$ cat src/rtl/uart_pkg.sv
// Shared types and constants for the UART transmit path: frame width and FSM state encodings.
package uart_pkg;

    localparam int DATA_BITS = 8;

    typedef enum logic [1:0] {
        IDLE,
        WAIT_BUSY,
        WAIT_DONE
    } feed_state_e;

    typedef enum logic [1:0] {
        TX_IDLE,
        TX_START,
        TX_DATA,
        TX_STOP
    } tx_state_e;

endpackage

$ cat src/rtl/uart_tx.sv
// 8N1 serializer: start bit, DATA_BITS data bits LSB first, stop bit, each CLKS_PER_BIT clocks.
// Line and busy leave through output registers, so they stay aligned with each other.
module uart_tx
    import uart_pkg::*;
#(
    parameter int CLKS_PER_BIT = 868
) (
    input  logic                 clk,
    input  logic                 reset,
    input  logic                 tx_dv_i,
    input  logic [DATA_BITS-1:0] tx_byte_i,
    output logic                 tx_o,
    output logic                 tx_busy_o
);

    localparam int CNT_W = $clog2(CLKS_PER_BIT);
    localparam int IDX_W = $clog2(DATA_BITS);
    localparam logic [CNT_W-1:0] CNT_LAST = CNT_W'(CLKS_PER_BIT - 1);
    localparam logic [IDX_W-1:0] IDX_LAST = IDX_W'(DATA_BITS - 1);

    tx_state_e            state_q, state_d;
    logic [CNT_W-1:0]     cnt_q, cnt_d;
    logic [IDX_W-1:0]     idx_q, idx_d;
    logic [DATA_BITS-1:0] shift_q, shift_d;
    logic                 line_d, tx_q;
    logic                 busy_d, busy_q;
    logic                 bit_done;

    assign bit_done  = (cnt_q == CNT_LAST);
    assign tx_o      = tx_q;
    assign tx_busy_o = busy_q;

    // NOTE: sequential state uses non-blocking assignments so every register samples pre-edge values.
    always_ff @(posedge clk) begin
        if (reset) begin
            state_q <= TX_IDLE;
            cnt_q   <= '0;
            idx_q   <= '0;
            shift_q <= '0;
            tx_q    <= 1'b1;
            busy_q  <= 1'b0;
        end else begin
            state_q <= state_d;
            cnt_q   <= cnt_d;
            idx_q   <= idx_d;
            shift_q <= shift_d;
            tx_q    <= line_d;
            busy_q  <= busy_d;
        end
    end

    // NOTE: every signal written here gets a default first, so no path can infer a latch.
    always_comb begin
        state_d = state_q;
        cnt_d   = cnt_q;
        idx_d   = idx_q;
        shift_d = shift_q;
        unique case (state_q)
            TX_IDLE: begin
                if (tx_dv_i) begin
                    state_d = TX_START;
                    cnt_d   = '0;
                    idx_d   = '0;
                    shift_d = tx_byte_i;
                end
            end
            TX_START: begin
                if (bit_done) begin
                    state_d = TX_DATA;
                    cnt_d   = '0;
                end else begin
                    cnt_d = cnt_q + 1'b1;
                end
            end
            TX_DATA: begin
                if (bit_done) begin
                    cnt_d   = '0;
                    shift_d = shift_q >> 1;
                    if (idx_q == IDX_LAST) begin
                        state_d = TX_STOP;
                    end else begin
                        idx_d = idx_q + 1'b1;
                    end
                end else begin
                    cnt_d = cnt_q + 1'b1;
                end
            end
            TX_STOP: begin
                if (bit_done) begin
                    state_d = TX_IDLE;
                    cnt_d   = '0;
                end else begin
                    cnt_d = cnt_q + 1'b1;
                end
            end
            default: state_d = TX_IDLE;
        endcase
    end

    always_comb begin
        line_d = 1'b1;
        busy_d = 1'b1;
        unique case (state_q)
            TX_IDLE:  busy_d = 1'b0;
            TX_START: line_d = 1'b0;
            TX_DATA:  line_d = shift_q[0];
            default:  line_d = 1'b1;
        endcase
    end

endmodule

$ cat src/rtl/uart_tx_fifo.sv
// Byte FIFO in front of a uart_tx serializer; a small feeder FSM hands one byte at a time
// to the serializer and waits for its busy pulse to rise and fall before issuing the next.
module uart_tx_fifo
    import uart_pkg::*;
#(
    parameter int CLK_FREQ     = 100_000_000,
    parameter int BAUD         = 115200,
    parameter int CLKS_PER_BIT = CLK_FREQ / BAUD,
    parameter int DEPTH        = 16
) (
    input  logic                   clk,
    input  logic                   reset,
    input  logic                   in_valid,
    input  logic [DATA_BITS-1:0]   in_byte,
    output logic                   in_ready,
    output logic                   tx,
    output logic [$clog2(DEPTH):0] fifo_count,
    output logic                   busy
);

    localparam int PTR_W = $clog2(DEPTH);
    localparam int CNT_W = PTR_W + 1;
    localparam logic [CNT_W-1:0] FULL = CNT_W'(DEPTH);

    logic [DATA_BITS-1:0] mem_q [DEPTH];
    logic [PTR_W-1:0]     wr_ptr_q, rd_ptr_q;
    logic [CNT_W-1:0]     count_q, count_d;
    feed_state_e          state_q, state_d;
    logic                 push, pop;
    logic                 tx_dv_r;
    logic [DATA_BITS-1:0] tx_byte_r;
    logic                 tx_busy;

    assign in_ready   = (count_q != FULL);
    assign push       = in_valid && in_ready && !reset;
    assign fifo_count = count_q;
    assign busy       = (count_q != '0) || (state_q != IDLE) || tx_busy;

    // NOTE: the data array carries no reset; pointers and count alone define its contents,
    // which keeps it mappable to distributed RAM.
    always_ff @(posedge clk) begin
        if (push) begin
            mem_q[wr_ptr_q] <= in_byte;
        end
    end

    always_comb begin
        count_d = count_q;
        unique case ({push, pop})
            2'b10:   count_d = count_q + 1'b1;
            2'b01:   count_d = count_q - 1'b1;
            default: count_d = count_q;
        endcase
    end

    always_ff @(posedge clk) begin
        if (reset) begin
            wr_ptr_q  <= '0;
            rd_ptr_q  <= '0;
            count_q   <= '0;
            tx_dv_r   <= 1'b0;
            tx_byte_r <= '0;
        end else begin
            if (push) wr_ptr_q <= wr_ptr_q + 1'b1;
            if (pop)  rd_ptr_q <= rd_ptr_q + 1'b1;
            count_q <= count_d;
            tx_dv_r <= pop;
            if (pop) tx_byte_r <= mem_q[rd_ptr_q];
        end
    end

    always_ff @(posedge clk) begin
        if (reset) state_q <= IDLE;
        else       state_q <= state_d;
    end

    always_comb begin
        state_d = state_q;
        unique case (state_q)
            IDLE:      if (count_q != '0) state_d = WAIT_BUSY;
            WAIT_BUSY: if (tx_busy)       state_d = WAIT_DONE;
            WAIT_DONE: if (!tx_busy)      state_d = IDLE;
            default:   state_d = IDLE;
        endcase
    end

    // Popping only from IDLE guarantees the serializer never sees a request while busy.
    always_comb begin
        pop = (state_q == IDLE) && (count_q != '0);
    end

    uart_tx #(
        .CLKS_PER_BIT(CLKS_PER_BIT)
    ) u_uart_tx (
        .clk      (clk),
        .reset    (reset),
        .tx_dv_i  (tx_dv_r),
        .tx_byte_i(tx_byte_r),
        .tx_o     (tx),
        .tx_busy_o(tx_busy)
    );

endmodule
$ cat config.mk
export PLATFORM = sky130hd
export DESIGN_NAME = uart_tx_fifo
export DESIGN_NICKNAME = d
export VERILOG_FILES = /design/src/rtl/uart_pkg.sv /design/src/rtl/uart_tx.sv /design/src/rtl/uart_tx_fifo.sv
export SDC_FILE = /design/constraint.sdc
export NUM_CORES = 1
export LEC_CHECK = 0
export CORE_MARGIN = 4
export CORE_UTILIZATION = 40
export DETAILED_ROUTE_END_ITERATION = 8
export PLACE_DENSITY = 0.61
export SKIP_CTS_REPAIR_TIMING = 1
export SKIP_LAST_GASP = 1
export SLEW_MARGIN = 40
export SYNTH_ARGS = -nofsm -noshare
export SYNTH_HDL_FRONTEND = slang
export SYNTH_SLANG_ARGS = --single-unit
$ cat constraint.sdc
create_clock -name clk -period 2.85 [get_ports clk]
set_input_delay 0.57 -clock clk [delete_from_list [all_inputs] [get_ports clk]]
set_output_delay 0.57 -clock clk [all_outputs]
set_load 0.005 [all_outputs]
==> metrics.sh <==
WORST_SKEW_PAIR.LATE_LATENCY_NS=0.43
P_SW_SHARE_PCT=28.7
HOLDCRITPATHCLASS='reg2reg'
SYN-NUM-NETS=514
PATH_CLK_SLEW_NS=0.06
LEVEL_COUNT_OF_THE_CLOCK_H_TREE=4
NUMNETS_FINAL=552
SEQ_AREA_MM2=0.00483
PERIOD_NEEDED_NS=2.76
POST-ROUTE-PERIOD-UTIL_PCT=96.9
CRITPATHMAXFANOUT=5
GRT_PASS1_WL_UM=22900
FILL_CELLS=1578
P_PER_AREA_mW_PER_MM2=854
POST_DRT_VIA_CELL_RATIO=5.34
FLIP_FLOP_AND_LATCH_COUNT_AFTER_SYNTHESIS=177
MOSTFREQUENTLAYOUTCELL='sky130_fd_sc_hd__edfxtp_1'
SYNTH-MAIN-FF-CELL='sky130_fd_sc_hd__edfxtp_1'
POWER.INTERNAL_mW=5.26
SYNTH-WARNING-COUNT=0
WORST_SETUP_PATH_END_KIND='output pin'
GR-TOTAL-OVERFLOW=0
FINAL_CORE_UTIL_PCT=47.6
SETUP_TNS_NS=0
CRIT_ARRIVAL_NS=2.19
POWER.COMBINATIONAL.FRACTION_PCT=24.1
VDD.IR_DROP.WORST_mV=0.477
DETAIL-ROUTE-ANTENNA-NETS=0
STATUS='finished clean'
CORE_AREA_MM2=0.0181
FLOORPLAN.IO_PINS=19
CTS_MADE_BUFFERS=17
DIE_H_UM=144
SYNTH_CELLS=486
NETLIST_AREA_MM2=0.00745
NUMBER_OF_GLOBAL_ROUTE_VIAS_BEFORE_REPAIR=4192
FINAL_LAYOUT_SIZE_SUFFIX_GT1_SHARE_PCT=21.3
ANTENNA_FOUND_INITIAL=0
CAP_VIOLATIONS=0
DP_HPWL_UM=9070
WORSTPATHREQUIRED_NS=2.28
FIRSTDRTPASSITERS=4
GRT_USE_TOTAL_PCT=14.7
DR.FIRST_ITER.DRC_COUNT=255
SETUP.WORST_PATH.CLASS='reg2out'
POWER.SWITCHING_mW=2.12
YS_SEQ_AREA_SHARE_PCT=64.8
TIGHTEST_SLEW_NS=0.578
WORST_SETUP_PATH_START_KIND='flop'
CLOCK_TREE.ROOT_CELL='sky130_fd_sc_hd__clkbuf_16'
NUMCLOCKSINKS=177
SYNTH_ASYNC_SR_FLOP_SHARE_PCT=0
TIMING.FINAL.MAX_SLEW_VIOLATIONS=0
ROUTE.DETAILED.DRC=0
LEAKAGE_COMPONENT_OF_THE_POWER_nW=2.85
AVGSYNTHCELLAREA_UM2=15.3
RSZ0062_AT_GRT='false'
HOLD_VIOL_FINAL=0
CHIPWIDTH_UM=144
PWR-SHARE-CLK_PCT=34.5
ACHIEVABLE-FREQUENCY_MHz=362
SLEW_HEADROOM_PCT=61.3
NUM_VIAS=4083
REPORT.FINAL.SETUP_VIOL=0
GRT_MAX_DEGREE=54
FINAL_CELL_MIX='128 x sky130_fd_sc_hd__edfxtp_1, 48 x sky130_fd_sc_hd__nor2_1, 46 x sky130_fd_sc_hd__dfxtp_1'
POSTROUTEWIRELENGTH_UM=14100
STD_CELL_ROWS=49
TOTAL_DIE_AREA_MM2=0.0209
ROUTED_WIRE_LENGTH_PER_INSTANCE_UM=18.4
AREA_DELTA_SYNTH_FINAL_PCT=15.9
FINAL.SETUP_SKEW_NS=0.00700
START_UTIL_PCT=41.0
MULTI_INPUT_COMB_AREA_MM2=0.00243
ANTENNADIODECOUNT=0
POWER.SEQUENTIAL.FRACTION_PCT=41.4
NUMBER_OF_UNIQUE_STANDARD_CELL_TYPES_USED_BY_SYNTHESIS=57
NUMBER_OF_ENABLE_FLIP_FLOP_CELLS_AFTER_SYNTHESIS=128
CTS_TREE='built'
FINALWEIGHTEDCONGESTION=0.774
CTSLONGESTPATHBUFFERS=2
PORTBUFFERS=18
-- layout make-up --
cell class                 count  share of cell area, %
tap                          229                   3.32
inverter                      11                  0.478
sequential                   177                   55.9
clock inverter                14                   2.57
clock buffer                  17                   4.93
timing repair buffer          46                   4.61
multi-input combinational    271                   28.2
-- registers in the layout, indices dropped and copies added, names as in the netlist --
signal,cells
mem_q,128
u_uart_tx.cnt_q,10
tx_byte_r,8
u_uart_tx.shift_q,8
fifo_count,5
rd_ptr_q,4
wr_ptr_q,4
u_uart_tx.idx_q,3
state_q,2
u_uart_tx.state_q,2
tx_dv_r,1
u_uart_tx.tx_busy_o,1
u_uart_tx.tx_o,1
-- power by group through the flow --
stage	clock network, mW	logic [mW]	registers, mW
after floorplan	0	1.36	3.07
final	2.54	1.77	3.06
after global placement	0	1.73	3.09
after CTS	2.59	1.78	3.05
after global routing	2.71	1.99	3.07
after detailed placement	0	1.77	3.11
-- cell families after synthesis --
family,count (synthesis),share of synthesized area (%)
AOI/OAI and AO/OA,60,6.07
xor gates and xnor gates,11,1.29
adders and majority gates,17,2.86
buffers and inverters,38,2.57
DFF,177,64.8
muxes,60,13.5
and+or+nand+nor,123,8.97
-- synth_stat cells (3+ instances only) --
cell type                  instances  area [µm²]
sky130_fd_sc_hd__dfxtp_1          49         981
sky130_fd_sc_hd__or3_1             5        31.3
sky130_fd_sc_hd__nand4_1           3        18.8
sky130_fd_sc_hd__edfxtp_1        128        3840
sky130_fd_sc_hd__a211oi_1          4        30.0
sky130_fd_sc_hd__inv_1            10        37.5
sky130_fd_sc_hd__nand3_1           5        25.0
sky130_fd_sc_hd__buf_2             9        45.0
sky130_fd_sc_hd__nor3_1            5        25.0
sky130_fd_sc_hd__ha_1             17         213
sky130_fd_sc_hd__a211oi_2          4        50.1
sky130_fd_sc_hd__nor3b_1           3        22.5
sky130_fd_sc_hd__clkbuf_1          8        30.0
sky130_fd_sc_hd__nand2_1          20        75.1
sky130_fd_sc_hd__nor2_1           48         180
sky130_fd_sc_hd__xor2_1            7        61.3
sky130_fd_sc_hd__mux2i_1          27         270
sky130_fd_sc_hd__o221ai_1          9        78.8
sky130_fd_sc_hd__mux4_2           32         721
sky130_fd_sc_hd__buf_4             7        52.6
sky130_fd_sc_hd__o21ai_0           8        40.0
sky130_fd_sc_hd__a21oi_1          11        55.1
sky130_fd_sc_hd__nand2b_1          7        43.8
sky130_fd_sc_hd__a31oi_1           6        37.5
sky130_fd_sc_hd__nor2b_1           3        18.8
sky130_fd_sc_hd__nand3b_1         11        82.6
sky130_fd_sc_hd__xnor2_1           4        35.0
-- worst max-delay path, stage by stage, from the launching register on --
cell,delay (ns)
sky130_fd_sc_hd__dfxtp_2,0.36
sky130_fd_sc_hd__nor4_4,0.37
sky130_fd_sc_hd__nand2_1,0.14
sky130_fd_sc_hd__or4_1,0.42
sky130_fd_sc_hd__clkdlybuf4s50_1,0.47
-- routing by layer --
metal,vias up,track usage [%],part of all wire [%]
met5,-,0,0
met4,0,5.20,1.5
met3,18,4.37,3.4
met2,66,24.0,50
met1,2057,18.9,45
li1,1942,-,-
-- per-stage QoR --
step | hold WS (ns) | total power, mW | cell area [µm²] | instances | setup slack, ns
final | 0.484 | 7.37 | 8630 | 765 | 0.0880
after global routing | 0.506 | 7.77 | 8630 | 765 | 0.00225
after CTS | 0.494 | 7.42 | 8610 | 763 | -0.0562
after detailed placement | 0.476 | 4.88 | 7970 | 732 | 0.0835
after global placement | 0.455 | 4.82 | 7970 | 732 | 0.136
after floorplan | 0.433 | 4.43 | 7450 | 486 | 0.191
-- path summary, 6_finish.rpt --
kind	end	start	slack, ns	depth (start not counted)
max	busy	fifo_count[0]	0.09	4
min	u_uart_tx.tx_o	u_uart_tx.shift_q[0]	0.48	2
max reg2reg	fifo_count[4]	fifo_count[0]	0.35	12
min reg2reg	u_uart_tx.tx_o	u_uart_tx.shift_q[0]	0.48	2
(Power assumes the default switching activity.)
